[config.mk]
export PLATFORM = sky130hd
export DESIGN_NAME = priv_trap_ctrl
export DESIGN_NICKNAME = d
export VERILOG_FILES = /design/src/rtl/priv_trap_ctrl.sv
export SDC_FILE = /design/constraint.sdc
export NUM_CORES = 1
export LEC_CHECK = 0
export BUFFER_PORTS_ARGS = -buffer_cell sky130_fd_sc_hd__buf_4
export CAP_MARGIN = 30
export CORE_ASPECT_RATIO = 1.5
export CORE_MARGIN = 4
export CORE_UTILIZATION = 40
export DETAILED_ROUTE_END_ITERATION = 16
export GPL_TIMING_DRIVEN = 1
export PLACE_DENSITY = 0.69
export RECOVER_POWER = 50
export SLEW_MARGIN = 20
export SYNTH_ARGS = -nofsm -noshare
export SYNTH_HDL_FRONTEND = slang
export SYNTH_SLANG_ARGS = --single-unit
[constraint.sdc]
create_clock -name CLK -period 5.3 [get_ports CLK]
set_clock_uncertainty 0.2 [all_clocks]
set_input_delay 1.06 -clock CLK [delete_from_list [all_inputs] [get_ports CLK]]
set_output_delay 1.06 -clock CLK [all_outputs]
set_load 0.005 [all_outputs]
[src/rtl/priv_trap_ctrl.sv]
// priv_trap_ctrl: privilege-side trap/return controller.
// Arbitrates pending interrupts, pipeline exceptions and mret. It latches
// the winning event, waits for the pipeline to drain (bounded by
// DRAIN_TIMEOUT), and then issues a one-cycle redirect plus either a trap
// record for the CSR file or an mret_done pulse.
// Optional feature macro: TRAP_VECTORED_EN enables vectored interrupt entry
// when mtvec[1:0]==2'b01. When it is undefined, mtvec[1:0] is ignored.
module priv_trap_ctrl #(
    parameter int XLEN          = 32,
    parameter int DRAIN_TIMEOUT = 16
) (
    input  logic            CLK,
    input  logic            RST,
    input  logic [11:0]     exc_flags,
    input  logic [1:0]      curr_priv,
    input  logic [2:0]      irq_pend,
    input  logic [2:0]      mie_en,
    input  logic            mstatus_mie,
    input  logic            mret,
    input  logic            pipe_clear,
    input  logic [XLEN-1:0] epc,
    input  logic [XLEN-1:0] badaddr,
    input  logic [XLEN-1:0] mtvec,
    input  logic [XLEN-1:0] mepc_r,
    output logic            intr,
    output logic            insert_pc,
    output logic [XLEN-1:0] priv_pc,
    output logic            trap_we,
    output logic [XLEN-1:0] cause,
    output logic [XLEN-1:0] tval,
    output logic [XLEN-1:0] mepc_w,
    output logic            mret_done,
    output logic            drain_to
);

    localparam int CW = $clog2(DRAIN_TIMEOUT) + 1;

    typedef enum logic [1:0] {
        ST_IDLE     = 2'd0,
        ST_DRAIN    = 2'd1,
        ST_REDIRECT = 2'd2
    } state_t;

    state_t          r_state;
    logic [CW-1:0]   r_cnt;
    logic            r_is_mret;
    logic [XLEN-1:0] r_target;
    logic            r_intr;
    logic            r_insert_pc;
    logic [XLEN-1:0] r_priv_pc;
    logic            r_trap_we;
    logic [XLEN-1:0] r_cause;
    logic [XLEN-1:0] r_tval;
    logic [XLEN-1:0] r_mepc_w;
    logic            r_mret_done;
    logic            r_drain_to;

    logic [2:0]      w_take;
    logic            w_irq_any;
    logic            w_exc_any;
    logic            w_event;
    logic [4:0]      w_irq_code;
    logic [3:0]      w_exc_idx;
    logic [4:0]      w_exc_code;
    logic [XLEN-1:0] w_exc_tval;
    logic [4:0]      w_code;
    logic [XLEN-1:0] w_cause;
    logic [XLEN-1:0] w_base;
    logic [XLEN-1:0] w_trap_target;

    assign w_take    = irq_pend & mie_en & {3{mstatus_mie}};
    assign w_irq_any = |w_take;
    assign w_exc_any = |exc_flags;
    assign w_event   = w_irq_any | w_exc_any | mret;
    assign w_base    = {mtvec[XLEN-1:2], 2'b00};

    // Interrupt code: external beats software beats timer.
    always_comb begin
        w_irq_code = 5'd0;
        if (w_take[2])      w_irq_code = 5'd11;
        else if (w_take[0]) w_irq_code = 5'd3;
        else if (w_take[1]) w_irq_code = 5'd7;
    end

    // Exception select: the lowest set flag index wins, so scan downward.
    always_comb begin
        w_exc_idx = 4'd0;
        for (int i = 11; i >= 0; i--) begin
            if (exc_flags[i]) w_exc_idx = 4'(i);
        end
    end

    // Map the winning exception to its mcause code and mtval value.
    always_comb begin
        w_exc_code = 5'd0;
        w_exc_tval = badaddr;
        case (w_exc_idx)
            4'd0:    begin w_exc_code = 5'd3;  w_exc_tval = epc; end
            4'd1:    w_exc_code = 5'd12;
            4'd2:    w_exc_code = 5'd1;
            4'd3:    begin w_exc_code = 5'd2;  w_exc_tval = '0; end
            4'd4:    w_exc_code = 5'd0;
            4'd5:    begin w_exc_code = 5'd8 + {3'd0, curr_priv}; w_exc_tval = '0; end
            4'd6:    w_exc_code = 5'd4;
            4'd7:    w_exc_code = 5'd6;
            4'd8:    w_exc_code = 5'd13;
            4'd9:    w_exc_code = 5'd15;
            4'd10:   w_exc_code = 5'd5;
            default: w_exc_code = 5'd7;
        endcase
    end

    // Build the full mcause word and the trap entry address.
    always_comb begin
        w_code              = w_irq_any ? w_irq_code : w_exc_code;
        w_cause             = XLEN'(w_code);
        w_cause[XLEN-1]     = w_irq_any;
`ifdef TRAP_VECTORED_EN
        if (w_irq_any && (mtvec[1:0] == 2'b01))
            w_trap_target = w_base + XLEN'({w_irq_code, 2'b00});
        else
            w_trap_target = w_base;
`else
        w_trap_target = w_base;
`endif
    end

    // Trap/return sequencer: IDLE -> DRAIN -> REDIRECT, all outputs registered.
    always_ff @(posedge CLK or posedge RST) begin
        if (RST) begin
            r_state     <= ST_IDLE;
            r_cnt       <= '0;
            r_is_mret   <= 1'b0;
            r_target    <= '0;
            r_intr      <= 1'b0;
            r_insert_pc <= 1'b0;
            r_priv_pc   <= '0;
            r_trap_we   <= 1'b0;
            r_cause     <= '0;
            r_tval      <= '0;
            r_mepc_w    <= '0;
            r_mret_done <= 1'b0;
            r_drain_to  <= 1'b0;
        end else begin
            case (r_state)
                ST_IDLE: begin
                    r_insert_pc <= 1'b0;
                    r_trap_we   <= 1'b0;
                    r_mret_done <= 1'b0;
                    r_cnt       <= '0;
                    if (w_event) begin
                        r_intr  <= 1'b1;
                        r_state <= ST_DRAIN;
                        if (w_irq_any || w_exc_any) begin
                            r_is_mret <= 1'b0;
                            r_cause   <= w_cause;
                            r_tval    <= w_irq_any ? '0 : w_exc_tval;
                            r_mepc_w  <= epc;
                            r_target  <= w_trap_target;
                        end else begin
                            r_is_mret <= 1'b1;
                            r_target  <= mepc_r;
                        end
                    end
                end
                ST_DRAIN: begin
                    // New events are ignored here; the latched one is final.
                    if (pipe_clear || (r_cnt == CW'(DRAIN_TIMEOUT - 1))) begin
                        r_state     <= ST_REDIRECT;
                        r_insert_pc <= 1'b1;
                        r_priv_pc   <= r_target;
                        r_trap_we   <= ~r_is_mret;
                        r_mret_done <= r_is_mret;
                        if (!pipe_clear) r_drain_to <= 1'b1;
                    end else begin
                        r_cnt <= r_cnt + 1'b1;
                    end
                end
                default: begin
                    r_state     <= ST_IDLE;
                    r_intr      <= 1'b0;
                    r_insert_pc <= 1'b0;
                    r_trap_we   <= 1'b0;
                    r_mret_done <= 1'b0;
                    r_cnt       <= '0;
                end
            endcase
        end
    end

    assign intr      = r_intr;
    assign insert_pc = r_insert_pc;
    assign priv_pc   = r_priv_pc;
    assign trap_we   = r_trap_we;
    assign cause     = r_cause;
    assign tval      = r_tval;
    assign mepc_w    = r_mepc_w;
    assign mret_done = r_mret_done;
    assign drain_to  = r_drain_to;

endmodule
======== Word-level counts from Yosys, hierarchy flattened ========
Cells that the tools add are included.
word-level totals
  bits in registers ....................... 147
  input bits .............................. 153
  output and inout bits ................... 133
cells by class
  add/sub/neg operators ................... 2
  equality and inequality tests ........... 15
  multiplexer cells ....................... 34
  bitwise logic cells ..................... 7
  reduce and logical (&&, ||, !) cells .... 13
operators with widths
  cell                                                                    count
  32-bit two-way mux                                                      2
  32-bit case mux with 2 select lines                                     1
  5-bit case mux with 11 select lines                                     1
  4-bit two-way mux                                                       13
  4-bit by 3-bit equality test with 1-bit output (second input constant)  4
  5-bit two-way mux                                                       3
  4-bit equality test (second input constant)                             3
  12-bit OR reduction                                                     1
  4-bit by 2-bit equality test with 1-bit output (second input constant)  2
  1-bit two-way mux                                                       8
  2-bit AND reduction                                                     4
  3-bit AND                                                               2
  3-bit two-way mux                                                       2
  2-bit inequality test (second input constant)                           3
  3-bit AND reduction                                                     2
  4-bit by 2-bit adder with 5-bit output (first input constant)           1
  5-bit by 1-bit adder with 5-bit output (second input constant)          1
  5-bit by 4-bit equality test with 1-bit output (second input constant)  1
  4-bit by 1-bit equality test with 1-bit output (second input constant)  1
  4-bit zero test                                                         1
  2-bit two-way mux                                                       2
  2-bit case mux with 2 select lines                                      1
  1-bit inverter                                                          3
  3-bit OR reduction                                                      1
  other kinds (6)                                                         8

======== Logic depth before layout (Yosys ltp) ========
Gate-level depths: netlist (run 1).
  word-level depth ........................ 16
  depth in mapped cells ................... 8

======== Worst setup path after synthesis (run 1) ========
OpenSTA, ideal clock, no wires.
  path type ............................... input to register
  start point ............................. input irq_pend[2]
  end point ............................... register r_mepc_w[10] (netlist: mepc_w[10])
  library setup time ...................... 0.125 ns
  arrival ................................. 2.413 ns
  required time ........................... 4.975 ns
  slack ................................... 2.562 ns
  cell stages on the path ................. 7
  path buffers ............................ 2
  cell sequence ........................... a22o_1 > a21oi_2 > nor2b_1 > buf_4 > nor3_4 > buf_6 > mux2_4
on the way
  longest elaborated chain between the ends .. 6
  elaborated cells on any way between the ends .. 7
RTL lines
  item                                    line  source
  from (decl)                             16    input logic [2:0] irq_pend,
  3-bit AND * (2 in series)               71    assign w_take = irq_pend & mie_en & {3{mstatus_mie}};
  3-bit OR reduction *                    72    assign w_irq_any = |w_take;
  1-bit OR (2 in series)                  74    assign w_event = w_irq_any | w_exc_any | mret;
  3-bit AND reduction (no source line) *  -
  to (signal assigned)                    158   r_mepc_w <= epc;
  to (decl)                               54    logic [XLEN-1:0] r_mepc_w;
Every way passes the cells marked *; elsewhere a longest branch is shown, timed or not.
A chain may end at the register's enable or synchronous reset.

==> results of run 1 <==
==> cells in the mapped netlist, drive strengths merged <==
cell type,number,share of area (%)
and2,1,0.090
a22oi,32,5.6
xnor2,1,0.13
nand3b,1,0.11
a32o,2,0.29
and3,4,0.36
nand2,39,2.2
inv,40,2.2
conb,1,0.054
and2b,1,0.11
nor4,3,0.92
a2111oi,1,0.22
a22o,2,0.25
clkbuf,6,0.32
mux2,64,11
a21bo,1,0.14
o2111ai,1,0.13
ha,2,0.36
nor2,22,1.2
a31oi,5,0.45
o22a,2,0.25
o21bai,1,0.11
buf,48,5.7
a21oi,10,0.77
a211oi,1,0.11
nand2b,5,0.56
o311ai,1,0.13
nand3,2,0.22
mux2i,30,4.3
or2,1,0.090
o21ai,70,6.8
o31a,1,0.13
nor3,1,0.23
a221oi,1,0.13
xor2,2,0.25
a31o,1,0.13
nor2b,1,0.090
o211ai,1,0.11
o21a,3,0.34
nand4,1,0.090
o31ai,4,0.43
dfrtp,146,53
==> metrics by stage <==
| step | power [W] | std cells | hold slack, ns |
|---|---|---|---|
| floorplan | 0.003015 | 588 | 0.2444 |
| global placement | 0.003873 | 1009 | 0.2571 |
| detailed placement | 0.003933 | 1009 | 0.2650 |
| CTS | 0.005067 | 1040 | 0.2811 |
| global route | 0.005279 | 1041 | 0.3027 |
| finish | 0.004947 | 1041 | 0.2745 |
==> report_power, final <==
| group | leakage [nW] | internal, W | switching [W] |
|---|---|---|---|
| clock network | 0.255 | 0.000610 | 0.000506 |
| logic | 2.42 | 0.00107 | 0.000870 |
| registers | 1.80 | 0.00162 | 0.000277 |
==> registers in the layout (all words and copies together) (netlist names) <==
| signal | flops |
|---|---|
| cause | 5 |
| r_is_mret | 1 |
| priv_pc | 32 |
| insert_pc | 1 |
| trap_we | 1 |
| r_state | 2 |
| tval | 32 |
| mepc_w | 32 |
| mret_done | 1 |
| r_cnt | 5 |
| drain_to | 1 |
| r_target | 32 |
| intr | 1 |
==> path summary, 6_finish.rpt <==
kind                         startpoint      endpoint  slack [ns]
max                                 RST     insert_pc        1.67
min                        r_target[26]  r_target[26]        0.27
max reg2reg                  r_state[1]       tval[2]        2.67
min reg2reg                r_target[26]  r_target[26]        0.27
max in group CLK           exc_flags[1]      tval[17]        1.77
min in group asynchronous           RST   r_target[7]        1.52
==> per-layer routing <==
| metal | vias to the layer above | routed length [um] | global-route usage (%) |
|---|---|---|---|
| li1 | 2431 | - | - |
| met1 | 2452 | 6929 | 21.35 |
| met2 | 201 | 9082 | 30.75 |
| met3 | 19 | 1616 | 6.386 |
| met4 | 0 | 281 | 5.502 |
| met5 | - | 0 | 0 |
==> logic make-up after synthesis <==
| logic type | share of synthesized area, % |
|---|---|
| flops | 52.53 |
| compound gates | 16.53 |
| other cells | 0.05391 |
| xor+xnor | 0.3778 |
| simple gates | 6.224 |
| buf+inv | 8.167 |
| mux | 15.76 |
| fa+ha+maj | 0.3597 |
==> area by class of cell <==
type	count	area (sq um)
inverters	40	150.1
clock inverters	14	120.1
clock buffers	17	425.4
repair buffers	266	1969
flip-flops and latches	146	3654
fillers	1532	7502
well taps	210	262.8
multi-input cells	348	2825
==> reports/qor.txt, run 1 <==
Final Max Tran Viols = 82
Worst-path clk slew = 0.07 ns
First-pass GRT wire length = 27.63 mm
Area post-placement = 8921 sq um
Fmax = 275.3 MHz
Largest net degree at the start of global routing = 82
Layout Utilization = 55.63%
Hold path depth = 2
Final WL = 17.91 mm
Die area = 19610 sq um
Unrepaired setup endpoints after global routing = no
DR pass1 iterations = 4
Worst path max stage delay = 2.06 ns
Cells after Synth = 562
P_leak = 4.476 nW
Pwr Density = 525.9 nW/um^2
Sequential area share after synthesis = 52.53%
WP data required = 4.97 ns
Root Buffer = clkbuf_16
Max FO, Critical Path = 81
Commonest non-fill, non-tap cell in the layout = buf_4
VDD IR-drop max = 312.4 uV
Final hold vios = 0
Placeable Area = 16910 sq um
Gpl congestion = 0.7780
Failing checks = capacitance limit, slew limit
Cell area after synthesis = 6955 sq um
Fin crit share = 68.52%
Num ports = 286
Final Cell Area = 9407 sq um
DRC = 0
HP Class = flip-flop to flip-flop
Number of synthesized register bits = 146
Critical path arrival = 3.30 ns
R2R depth = 6
Die Y-Extent = 169.5 um
Capturing element type of the critical path = async pin
Setup TNS = 0 ns
DP HPWL = 13.36 mm
Area growth from synthesis to layout = 35.24%
Worst-margin pin slew = 2.970 ns
CTS tree = built
Hold buffers post-CTS = 0
H-Tree Depth = 4
Total grt overflow = 0
Max Cap Viol = 1
CP Class = primary input to async pin
Share of cells above drive strength 1 = 50.06%
Clock tree buffer depth = 2
Most frequent cells in the layout = 216 x buf_4, 146 x dfrtp_1, 40 x inv_1, 39 x mux2_2
Mean Syn Cell Area = 12.38 sq um
Critical path's slowest cell = inv_1
WL per Instance = 17.20 um
Critical path depth = 2
Gr usage total = 18.05%
Clk_lat worst skew = 0.42 ns
Cts repair resizes = 0
Cell family with most CP delay = buffers and inverters
Die width = 115.7 um
Setup ws final = 1.668 ns
Outcome = finished, violations left
Rows = 58
Worst rel slew slack = -98.02%
WP buf/inv = 2
CTS Buf Count = 17
Detail Route Antenna Nets = 0
Fin nets = 974
Minimum clock period = 3.632 ns
1st-iter DRT viols = 224
Final Setup Violations = 0
Post CTS Setup Buffer Count = 0
Pre-CTS WS = 1.628 ns
Number of global-route vias before repair = 5222
Synth warn = 0
Cell Chain, Critical Path = clkbuf_4, inv_1
Initial antenna violation count = 0
Via-to-Cell Ratio = 4.902
Vias = 5103
Cell variety after synth = 56
Diode count = 0
Port Buffers = 256
Setup crit start kind = primary input
Sink Count = 146
Initial Util = 41.14%
(Power assumes the default switching activity.)
==> run 2: changes to the inputs <==
clock period = 3.22 ns   (was 5.3 ns; I/O delays follow)
==> run 2 against run 1 <==
Global-route usage up 1.0 points. Clock power increased by 88%. Power grew 71%. Critical path type is now flip-flop to flip-flop. First-iteration DRC count is 10% lower. Clock-buffer cell count did not move. Hold slack worse by 0.031 ns. Largest cell class unchanged. Critical endpoint is now priv_pc[7]. The flow now finishes without violations.
==> reports/qor.txt, run 2 (same netlist as run 1, synthesis figures left out) <==
Outcome = finished, final reports clean (was finished, violations left)
Cell Chain, Critical Path = ha_1, and3_1, ha_1, nor2_1, nor2_4, buf_16, mux2_2 (was clkbuf_4, inv_1)
Max FO, Critical Path = 22 (was 81)
Fin nets = 981 (was 974)
HP Class = primary input to flip-flop (was flip-flop to flip-flop)
Fmax = 380.5 MHz
Sink Count = 146 (unchanged)
DP HPWL = 14.41 mm (was 13.36 mm)
Root Buffer = clkbuf_16 (unchanged)
Pwr Density = 883.4 nW/um^2 (was 525.9 nW/um^2)
Final WL = 18.83 mm (was 17.91 mm)
Die width = 115.7 um (unchanged)
Minimum clock period = 2.628 ns
DR pass1 iterations = 4 (unchanged)
Setup crit start kind = flip-flop (was primary input)
Clk_lat worst skew = 0.41 ns (was 0.42 ns)
Capturing element type of the critical path = flip-flop (was async pin)
Critical path's slowest cell = nor2_1 (was inv_1)
Post CTS Setup Buffer Count = 0 (unchanged)
Fin crit share = 81.62%
WP buf/inv = 1 (was 2)
Die Y-Extent = 169.5 um (unchanged)
Number of global-route vias before repair = 5766 (was 5222)
Gpl congestion = 0.8461 (was 0.7780)
Worst rel slew slack = 25.38% (was -98.02%)
Max Cap Viol = 0 (was 1)
Num ports = 286 (unchanged)
Rows = 58 (unchanged)
H-Tree Depth = 4 (unchanged)
Fill count = 1443 (was 1532)
Worst path max stage delay = 0.52 ns (was 2.06 ns)
Detail Route Antenna Nets = 0 (unchanged)
CTS tree = built (unchanged)
First-pass GRT wire length = 29.27 mm (was 27.63 mm)
Setup TNS = 0 ns (unchanged)
Diode count = 0 (unchanged)
Cts repair resizes = 0 (unchanged)
Initial antenna violation count = 0 (unchanged)
Final Setup Violations = 0 (unchanged)
WL per Instance = 17.96 um (was 17.20 um)
Cell family with most CP delay = simple AND/OR/NAND/NOR gates (was buffers and inverters)
Gr usage total = 19.09% (was 18.05%)
Total grt overflow = 0 (unchanged)
Hold buffers post-CTS = 0 (unchanged)
1st-iter DRT viols = 201 (was 224)
CTS Buf Count = 17 (unchanged)
Area growth from synthesis to layout = 37.83% (was 35.24%)
Most frequent cells in the layout = 209 x buf_4, 146 x dfrtp_1, 39 x inv_1, 39 x mux2_2 (was 216 x buf_4, 146 x dfrtp_1, 40 x inv_1, 39 x mux2_2)
Critical path arrival = 2.72 ns (was 3.30 ns)
CP most frequent cell = ha_1
Via-to-Cell Ratio = 4.978 (was 4.902)
Worst-path clk slew = 0.06 ns (was 0.07 ns)
VDD IR-drop max = 420.7 uV (was 312.4 uV)
Largest net degree at the start of global routing = 65 (was 82)
Port Buffers = 256 (unchanged)
WP data required = 3.31 ns (was 4.97 ns)
CP Class = flip-flop to flip-flop (was primary input to async pin)
Clock tree buffer depth = 2 (unchanged)
Vias = 5217 (was 5103)
Die area = 19610 sq um (unchanged)
Initial Util = 41.14% (unchanged)
P_leak = 4.555 nW (was 4.476 nW)
Commonest non-fill, non-tap cell in the layout = buf_4 (unchanged)
Final hold vios = 0 (unchanged)
Share of cells above drive strength 1 = 49.88% (was 50.06%)
DRC = 0 (unchanged)
Unrepaired setup endpoints after global routing = no (unchanged)
Worst-margin pin slew = 1.119 ns (was 2.970 ns)
Overall Power = 0.008469 W (was 0.004947 W)
Placeable Area = 16910 sq um (unchanged)
Final Max Tran Viols = 0 (was 82)
-- run 2: cell count changes in the layout (fill, tap and decap cells not counted), sizes merged --
cell,change
buf,-3
bufinv,+4
clkbuf,+9
clkinv,+3
clkinvlp,-3
dlygate4sd3,+1
inv,-4
-- run 2: layer usage --
layer / vias to the layer above / wire [um] / track usage, %
met2: 208 / 10170 / 34.48
met5: - / 0 / 0
met1: 2545 / 6692 / 20.72
li1: 2437 / - / -
met3: 27 / 1610 / 6.315
met4: 0 / 356 / 6.562
-- run 2: worst register-to-register path: stages (launching register included) --
cell and delay [ns]:
dfrtp_1 0.41, ha_1 0.22, and3_1 0.20, ha_1 0.21
nor2_1 0.52, nor2_4 0.21, buf_16 0.23, mux2_2 0.30
-- run 2: path summary, 6_finish.rpt --
check,startpoint,to,slack (ns),depth (start not counted)
setup / recovery,r_cnt[0],priv_pc[7],0.59,7
hold / removal,epc[20],tval[20],0.24,3
setup reg to reg,r_cnt[0],priv_pc[7],0.59,7
hold reg to reg,r_target[4],r_target[4],0.28,2
max in group asynchronous,RST,mepc_w[7],0.68,5
min in group asynchronous,RST,cause[0],0.56,3
-- run 2: power by group --
group	internal, W	switching [W]
Sequential	0.00266	0.000484
Combinational	0.00177	0.00146
Clock	0.00131	0.000797
Total	0.00573	0.00274
-- run 2: area by class of cell --
| class | instances | area [sq um] | area share, % |
|---|---|---|---|
| timing repair buffer | 273 | 2043 | 21.31 |
| multi-input combinational | 348 | 2848 | 29.71 |
| inverter | 40 | 151.4 | 1.579 |
| clock buffer | 17 | 425.4 | 4.437 |
| clock inverter | 14 | 202.7 | 2.114 |
| tap | 210 | 262.8 | 2.741 |
| sequential | 146 | 3654 | 38.11 |
-- run 2: metrics by stage --
stage | hold WS, ns | worst slack [ns] | cells | cell area (sq um) | utilization, %
global placement | 0.2581 | 0.1855 | 1013 | 9000 | 53.23
detailed placement | 0.2693 | 0.1060 | 1013 | 9000 | 53.23
global route | 0.2235 | 0.3189 | 1048 | 9587 | 56.70
floorplan | 0.2444 | 0.5430 | 588 | 7057 | -
finish | 0.2440 | 0.5918 | 1048 | 9587 | 56.70
CTS | 0.2241 | 0.5081 | 1044 | 9628 | 56.94
